--- src/rtl/seg_scan_capture.sv ---
// Receive-side monitor for a multiplexed four-digit seven-segment bus. It debounces each
// strobe/segment pattern, decodes settled digits back to hex, and flags frames and bad codes.
module seg_scan_capture #(
  parameter int unsigned STABLE_CYCLES  = 4,
  parameter bit          SEL_ACTIVE_LOW = 1'b1,
  parameter bit          SEG_ACTIVE_LOW = 1'b0
) (
  input  logic        clk,
  input  logic        rst,
  input  logic [3:0]  sel,
  input  logic [6:0]  digits,
  output logic [15:0] value,
  output logic [3:0]  digit_valid,
  output logic        frame_done,
  output logic        bad_pattern,
  output logic [1:0]  bad_index
);

  localparam logic [7:0] CNT_MAX = 8'(STABLE_CYCLES);
  localparam logic [7:0] CNT_PRE = 8'(STABLE_CYCLES - 1);

  logic [3:0] sel_n;
  logic [6:0] seg_n;
  logic [3:0] samp_sel;
  logic [6:0] samp_seg;
  logic [7:0] cnt;
  logic [3:0] seen;

  logic       same;
  logic       one_hot;
  logic       commit;
  logic [1:0] idx;
  logic [4:0] dec;
  logic [3:0] seen_next;

  function automatic logic [4:0] decode(input logic [6:0] code);
    logic [4:0] r;
    r = '0;
    case (code)
      7'h3F: r = {1'b1, 4'h0};
      7'h06: r = {1'b1, 4'h1};
      7'h5B: r = {1'b1, 4'h2};
      7'h4F: r = {1'b1, 4'h3};
      7'h66: r = {1'b1, 4'h4};
      7'h6D: r = {1'b1, 4'h5};
      7'h7D: r = {1'b1, 4'h6};
      7'h07: r = {1'b1, 4'h7};
      7'h7F: r = {1'b1, 4'h8};
      7'h6F: r = {1'b1, 4'h9};
      7'h77: r = {1'b1, 4'hA};
      7'h7C: r = {1'b1, 4'hB};
      7'h39: r = {1'b1, 4'hC};
      7'h5E: r = {1'b1, 4'hD};
      7'h79: r = {1'b1, 4'hE};
      7'h71: r = {1'b1, 4'hF};
      default: r = '0;
    endcase
    return r;
  endfunction

  always_comb begin
    sel_n = SEL_ACTIVE_LOW ? ~sel : sel;
    seg_n = SEG_ACTIVE_LOW ? ~digits : digits;
  end

  // Commit is taken on the edge where the dwell counter steps from STABLE-1 to STABLE,
  // so it fires once per dwell and the result lands STABLE-1 edges after the first sample.
  always_comb begin
    same    = (sel_n == samp_sel) && (seg_n == samp_seg);
    one_hot = (samp_sel != '0) && ((samp_sel & (samp_sel - 4'd1)) == '0);
    commit  = same && one_hot && (cnt == CNT_PRE);
    idx     = '0;
    for (int unsigned i = 0; i < 4; i++) begin
      if (samp_sel[i]) idx = 2'(i);
    end
    dec       = decode(samp_seg);
    seen_next = seen | samp_sel;
  end

  always_ff @(posedge clk or posedge rst) begin
    if (rst) begin
      samp_sel    <= '0;
      samp_seg    <= '0;
      cnt         <= '0;
      seen        <= '0;
      value       <= '0;
      digit_valid <= '0;
      frame_done  <= 1'b0;
      bad_pattern <= 1'b0;
      bad_index   <= '0;
    end else begin
      frame_done  <= 1'b0;
      bad_pattern <= 1'b0;
      if (!same) begin
        samp_sel <= sel_n;
        samp_seg <= seg_n;
        cnt      <= 8'd1;
      end else if (cnt != CNT_MAX) begin
        cnt <= cnt + 8'd1;
      end
      if (commit) begin
        if (dec[4]) begin
          value[{idx, 2'b00} +: 4] <= dec[3:0];
          digit_valid[idx]         <= 1'b1;
        end else begin
          digit_valid[idx] <= 1'b0;
          bad_pattern      <= 1'b1;
          bad_index        <= idx;
        end
        if (seen_next == 4'hF) begin
          frame_done <= 1'b1;
          seen       <= '0;
        end else begin
          seen <= seen_next;
        end
      end
    end
  end

endmodule

--- config.mk ---
export PLATFORM = sky130hd
export DESIGN_NAME = seg_scan_capture
export DESIGN_NICKNAME = d
export VERILOG_FILES = /design/src/rtl/seg_scan_capture.sv
export SDC_FILE = /design/constraint.sdc
export NUM_CORES = 1
export LEC_CHECK = 0
export ABC_AREA = 1
export CORE_MARGIN = 2
export CORE_UTILIZATION = 55
export DETAILED_ROUTE_END_ITERATION = 8
export PLACE_DENSITY = 0.77
export SLEW_MARGIN = 40
export SYNTH_ARGS = -nofsm -noshare
export SYNTH_HDL_FRONTEND = slang
export SYNTH_SLANG_ARGS = --single-unit
--- constraint.sdc ---
create_clock -name clk -period 2.1 [get_ports clk]
set_input_delay 0.315 -clock clk [delete_from_list [all_inputs] [get_ports clk]]
set_output_delay 0.315 -clock clk [all_outputs]
set_load 0.01 [all_outputs]
**Word-level counts from Yosys, hierarchy flattened**

Cells that the tools add are included.

- Word-level logic and storage cells: 69
- Bits of input ports: 13
- Flip-flop bits (word level): 47

- Magnitude comparators: 2
- Equality and inequality tests: 22
- Mux-type cells: 15
- Bitwise gates (word level): 7
- Reductions and logical operators: 9
- Add/sub/neg operators: 3
- Shift-type cells: 2

Operators with widths:

| operator | number |
|---|---|
| equality test 7 bit, second input constant | 12 |
| case mux 5 bit (16 select lines) | 1 |
| bitwise mux 16 bit | 1 |
| two-way mux 8 bit | 2 |
| variable shift 4 x 6 -> 16 bit, first input constant | 1 |
| indexed part select 4 x 6 -> 16 bit | 1 |
| equality test 7 x 3 -> 1 bit, second input constant | 2 |
| equality test 7 x 6 -> 1 bit, second input constant | 2 |
| adder 8 x 1 -> 8 bit, second input constant | 1 |
| AND 4 bit | 2 |
| equality test 8 x 2 -> 1 bit, second input constant | 1 |
| two-way mux 4 bit | 2 |
| != test 8 x 3 -> 1 bit, second input constant | 1 |
| NOT 4 bit | 2 |
| bitwise OR 4 bit | 2 |
| equality test 7 bit | 1 |
| two-way mux 1 bit | 6 |
| negator 4 -> 6 bit | 1 |
| logical AND 1 bit | 5 |
| equality test 4 bit | 1 |
| equality test 4 bit, second input constant | 1 |
| zero test 4 bit | 1 |
| two-way mux 2 bit | 2 |
| AND reduction 2 bit | 2 |
| other kinds (7) | 7 |

**Longest topological paths before layout**

Gate-level depths: netlist of run 1.

- Depth in word-level cells: 10
- Mapped depth: 12
- Depth with buffers taken out: 12

**Worst setup path after synthesis of run 1**

No wires, ideal clock.

- Path kind: reg2reg
- Start: reg samp_sel[1]
- End: reg value[1]
- Cell stages (with the launch flop): 9
- Data arrival time: 1,463 ps
- Path slack: 520 ps
- Library setup time: 117 ps
- Cells stage by stage: dfrtp_1 buf_4 a21oi_2 ha_1 inv_1 nor2_2 nand2_4 nand2_1 nand2_1

- Cells in the longest elaborated chain, start to end: 7
- Elaborated cells on any way between the ends: 17
- Classes of those cells: add/sub (2); eq/ne (1); shift (2); mux (4); bitwise (1); reduce/logical (7)

Ends and longest elaborated chain:

| element | line | text |
|---|---|---|
| start, declared | 24 | `logic [3:0] samp_sel;` |
| start signal, assigned | 95 | `samp_sel <= sel_n;` |
| parallel branches: the longest is 7 deep, another holds negator 4 -> 6 bit | - |  |
| end signal, assigned by index | 103 | `value[{idx, 2'b00} +: 4] <= dec[3:0];` |
| end, declared | 12 | `output logic [15:0] value,` |

Parallel ways; which one is timed is not known.
A chain may end at the register's enable or synchronous reset.

**Final worst setup path of run 1**

- Start: reg samp_sel[2]
- End: reg value[0]

- Cells in the longest elaborated chain, start to end: 7
- Elaborated cells on any way between the ends: 16
- Classes of those cells: add/sub (2); eq/ne (1); shift (2); mux (3); bitwise (1); reduce/logical (7)

Ends and longest elaborated chain:

| element |
|---|
| parallel branches: the longest is 7 deep, another holds negator 4 -> 6 bit |

Parallel ways; which one is timed is not known.

==> flow_summary.ini, run 1 <==
[worst_setup_path]
r2r_start = samp_sel[2]
path_max_fanout = 8
cp-start-kind = flip-flop
crit_slowest_cell = dfrtp_1
required_ns = 2.34
end_kind = flip-flop
startpoint = samp_sel[2]
rr_endpoint = value[0]
crit_arrival_ns = 2.08
crit_path_cell_trace = inv_2 -> a21oi_2 -> ha_1 -> inv_1 -> nor2_1 -> nand4_1 -> nand2_1
rrSetupSlack_ns = 0.27
critical_path_class = flip-flop to flip-flop
max_stage_delay_ns = 0.45
reg2reg_depth = 7

[run_status]
status = completed

[cts]
clock-sinks = 47
cts_root_buffer = clkbuf_8
cts-buffers-inserted = 5
path_clk_slew_ns = 0.09
post_cts_buffers = 0
htree_levels = 2
cts_buffer_depth = 2
cts-resized-gates = 0
hold_buffers = 0
clk_latency_ns = 0.30
cts_tree = yes

[synthesis]
synthesis.area_sq_um = 2720
synth_edf_count = 0
yosys_warnings = 0
synth_top_family_by_area = simple AND/OR/NAND/NOR gates
synth_top_area_share_pct = 43.3
syn-instance-count = 360
ys.flop_type = dfrtp_1
yosys.area_share.adder_pct = 2.76
ys_seq_elements = 47
synth.most_common_cell = nand2_1
synth_compound_area_share_pct = 4.15
ys_types = 33
syn_nets = 379
synthSimpleGateAreaFrac_pct = 40.4
synth_seq_area_share_pct = 43.3
synth_common_cells = nand2_1, dfrtp_1, nor2_1
synth_mux_area_share_pct = 0
synth_area_leaders = dfrtp_1, nand2_1, nor2_1
avgSynthCellArea_sq_um = 7.54
synthArstFlopShare_pct = 100
synth_xor_xnor_area_share_pct = 1.61
yosysTopAreaCell = dfrtp_1

[finish]
diodes = 0
nNetsFinal = 416
fill_cells = 418
syn_to_final_growth_pct = 19.6
multiInputGateArea_sq_um = 1330
drive_gt1_share_pct = 13.1
seqCellArea_sq_um = 1180

[route]
drt_iter0_drc = 155
wl_mm = 5.61
drc = 0
drt_first_pass_iters = 4
vias_per_cell = 5.00
drtAntennaViolNets = 0
post_drt_wl_per_cell_microns = 12.1
num_vias = 2326

[sta]
fin_crit_sh_pct = 87.2
rsz0062_at_grt = false
fin_crit_ns = 1.83
skew_ns = 0.00829
max_freq_mhz = 546
setup_ws_ns = 0.269
report.final.slew_viol_count = 0
finalSetupTns_ns = 0
max_slew_margin_pct = 66.7
tightest_slew_ns = 0.495
setup-violations-final = 0
hold_viol = 0

[power]
p_leak_nw = 1.76
power_density_nw_per_um2 = 529
max-vdd-ir-drop_mv = 0.357

[floorplan]
core_sq_um = 4750
die_y_microns = 74.3
rows = 25
die_w_microns = 74.3
dieArea_sq_um = 5510
start_util_pct = 57.1
ios = 37

[grt]
antenna_found_initial = 0
grt_pass1_vias = 2183
gr-total-overflow = 0
grt_use_total_pct = 22.4
grt_max_degree = 22
grt_pass1_wl_mm = 9.45

[placed_design]
dp_slack_ns = 0.107
hpwl_mm = 4.48
gp_congestion = 0.852
io_buffers = 36

[min_path]
hp-class = input pin to asynchronous set/reset pin

[flow_run]
cap_violations = 0
registers in the layout, indices dropped and copies added, names as in the netlist, named ones only:
name,flops
frame_done,1
bad_pattern,1
samp_sel,4
seen,4
value,16
cnt,8
bad_index,2
samp_seg,7
worst max path at each step:
stage,slack (ns),cells after the start,end
after detailed placement,0.11,8,value[8]
after CTS,0.29,6,value[1]
after floorplan,0.52,8,value[1]
final,0.27,7,value[0]
after global placement,0.15,12,value[2]
after global routing,0.06,7,value[1]
cell type report:
class                           instances  area share (%)
Multi-Input combinational cell        259            40.9
Sequential cell                        47            36.2
Timing Repair Buffer                   39            11.8
Inverter                               45            5.28
Clock buffer                            7            2.97
Tap cell                               67            2.58
Clock inverter                          1           0.231
logic make-up (layout without fill, tap and decap cells):
group           count (synthesis)  count (layout)
compound gates                 20              20
xor+xnor                        5               5
fa+ha+maj                       6               6
buf+inv                        54              92
flops                          47              47
simple gates                  228             228
placed cells by master (no fill, tap or decap), types with 2 or more instances in the layout:
master | synthesis | final
inv_1 | 34 | 33
nand2_2 | 4 | 4
clkinv_1 | 3 | 3
dfrtp_1 | 47 | 47
a31oi_1 | 2 | 2
nand2_4 | 6 | 6
xor2_1 | 2 | 2
nor2_1 | 44 | 44
o21ai_1 | 3 | 3
nand4_1 | 5 | 5
nor3_1 | 7 | 7
nand3_1 | 21 | 21
xnor2_1 | 3 | 3
nand2_1 | 118 | 118
o21ai_0 | 4 | 4
nor2_8 | 2 | 2
ha_1 | 6 | 6
clkbuf_8 | 0 | 7
inv_2 | 7 | 8
buf_4 | 1 | 3
clkdlybuf4s50_1 | 0 | 36
a21oi_1 | 8 | 8
nor2_2 | 10 | 10
nand4_2 | 3 | 3
nor2_4 | 4 | 4
critical path, delay by kind of cell, from the launching register on:
kind,cells,cell delay (ns)
adders and majority gates,1,0.29
and+or+nand+nor,3,0.51
buffers and inverters,2,0.19
DFF,1,0.45
AOI/OAI and AO/OA,1,0.34
through the flow:
step	instance area, sq um	hold slack [ns]	util [%]	power (mW)	instances
5_1_grt	3250	0.352	68.3	1.81	465
3_3_place_gp	3140	0.462	66.1	1.13	457
3_5_place_dp	3140	0.461	66.1	1.13	457
4_1_cts	3250	0.328	68.3	1.74	465
2_1_floorplan	2720	0.374	-	1.08	360
6_report	3250	0.322	68.3	1.72	465
layer usage:
| layer | track usage, % | vias to the layer above | routed length (microns) |
|---|---|---|---|
| li1 | - | 1190 | - |
| met1 | 29.6 | 1096 | 2660 |
| met5 | 0 | - | 0 |
| met4 | 7.34 | 0 | 90 |
| met3 | 4.20 | 9 | 182 |
| met2 | 37.4 | 31 | 2680 |
where the power goes:
group | internal (mW) | switching (mW) | total (mW)
clock network | 0.300 | 0.301 | 0.600
logic | 0.0633 | 0.118 | 0.181
registers | 0.915 | 0.0201 | 0.935
Note: power is estimated with default switching activity, not from simulation.
==> inputs of run 2 (changes only) <==
PLACE_DENSITY = 0.89   (was 0.77)
==> run 2 against run 1 <==
Compared with the run above:
- via count increased by 1.4%
- die area unchanged
- clock power hardly changed
- largest cell class unchanged
- largest power group unchanged
==> flow_summary.ini, run 2 (same netlist as run 1, synthesis figures left out) <==
[worst_setup_path]
cp-start-kind = flip-flop
reg2reg_depth = 7
end_kind = flip-flop
path_buf_inv = 2
required_ns = 2.34
critical_path_class = flip-flop to flip-flop
crit_path_cell_trace = inv_1 -> nand2_1 -> ha_1 -> inv_1 -> nor2_1 -> nand4_1 -> nand2_1
crit_slowest_cell = dfrtp_1
cp.depth = 7
max_stage_delay_ns = 0.49
path_delay_family = simple AND/OR/NAND/NOR gates
crit_arrival_ns = 2.09
path_max_fanout = 7

[floorplan]
dieArea_sq_um = 5510
rows = 25
start_util_pct = 57.1
die_y_microns = 74.3
die_w_microns = 74.3
core_sq_um = 4750
ios = 37

[placed_design]
gp_congestion = 0.897
dp.cells = 455
io_buffers = 36
hpwl_mm = 4.51

[finish]
syn_to_final_growth_pct = 19.6
largest_register_ffs = 16
stdcell_count = 463
largest_register = value
nNetsFinal = 414
reg_top3 = value x16, cnt x8, samp_seg x7
diodes = 0
final_common_cell = nand2_1
drive_gt1_share_pct = 12.4
mostFrequentLayoutCells = nand2_1, dfrtp_1, nor2_1

[sta]
max_slew_margin_pct = 63.7
setup-violations-final = 0
fin_crit_ns = 1.85
finalSetupTns_ns = 0
fin_crit_sh_pct = 88.2
skew_ns = 0.00675
max_freq_mhz = 540
tightest_slew_ns = 0.539
rsz0062_at_grt = false
hold_viol = 0
report.final.slew_viol_count = 0

[cts]
post_cts_buffers = 0
cts_root_buffer = clkbuf_8
cts-buffers-inserted = 5
hold_buffers = 0
path_clk_slew_ns = 0.09
clock-sinks = 47
clk_latency_ns = 0.30
cts_buffer_depth = 2
htree_levels = 2
cts_tree = yes

[route]
wl_mm = 5.83
drt_first_pass_iters = 4
drtAntennaViolNets = 0
vias_per_cell = 5.09
drc = 0
post_drt_wl_per_cell_microns = 12.6
drt_iter0_drc = 133
num_vias = 2358

[grt]
antenna_found_initial = 0
grt_pass1_wl_mm = 9.94
grt_max_degree = 28
grt_use_total_pct = 23.2
grt_pass1_vias = 2256
gr-total-overflow = 0

[run_status]
status = completed

[power]
p_leak_nw = 1.76
max-vdd-ir-drop_mv = 0.351
power_density_nw_per_um2 = 529

[flow_run]
cap_violations = 0

[min_path]
hp-class = input pin to asynchronous set/reset pin
## run 2: power breakdown
part	switching, mW	total [mW]	internal, mW
clock	0.298	0.599	0.301
combinational	0.120	0.184	0.0642
sequential	0.0213	0.936	0.915
## run 2: layer usage
layer  share of wire, %  track usage (%)  wire, microns  up-vias
li1                   -                -              -     1184
met1                 44             29.6           2570     1090
met2                 49             39.4           2880       70
met3                4.2             4.61            242       14
met4                2.3             8.33            136        0
met5                  0                0              0        -
## run 2: what timing repair did
item,CTS,global route
endpoints found under the setup margin,0,2
resized for setup,0,1
hold endpoints to repair,0,0
## run 2: metrics by stage
stage | total power [mW] | worst slack [ns] | utilization [%] | instance area (sq um) | hold WS [ns]
after floorplan | 1.08 | 0.520 | - | 2720 | 0.374
after global placement | 1.13 | 0.160 | 66.1 | 3140 | 0.464
after detailed placement | 1.13 | 0.126 | 66.1 | 3140 | 0.461
after CTS | 1.72 | 0.211 | 68.2 | 3240 | 0.360
after global routing | 1.79 | 0.0799 | 68.3 | 3250 | 0.393
final | 1.72 | 0.248 | 68.3 | 3250 | 0.341
## run 2: final cells by class
| class | instances | area, sq um |
|---|---|---|
| Clock buffer | 8 | 100 |
| Multi-Input combinational cell | 259 | 1340 |
| Sequential cell | 47 | 1180 |
| Tap cell | 67 | 83.8 |
| Timing Repair Buffer | 37 | 380 |
| Fill cell | 384 | 1510 |
| Inverter | 45 | 171 |
## run 2: path summary, 6_finish.rpt
check                                 start  slack (ns)           to
min in group clk                  flip-flop        0.49    flip-flop
worst min-delay path                    rst        0.34     value[6]
max in group asynchronous               rst        1.26  samp_seg[0]
worst min register to register    flip-flop        0.49    flip-flop
worst max register to register  samp_sel[3]        0.25     value[3]
worst max-delay path            samp_sel[3]        0.25     value[3]
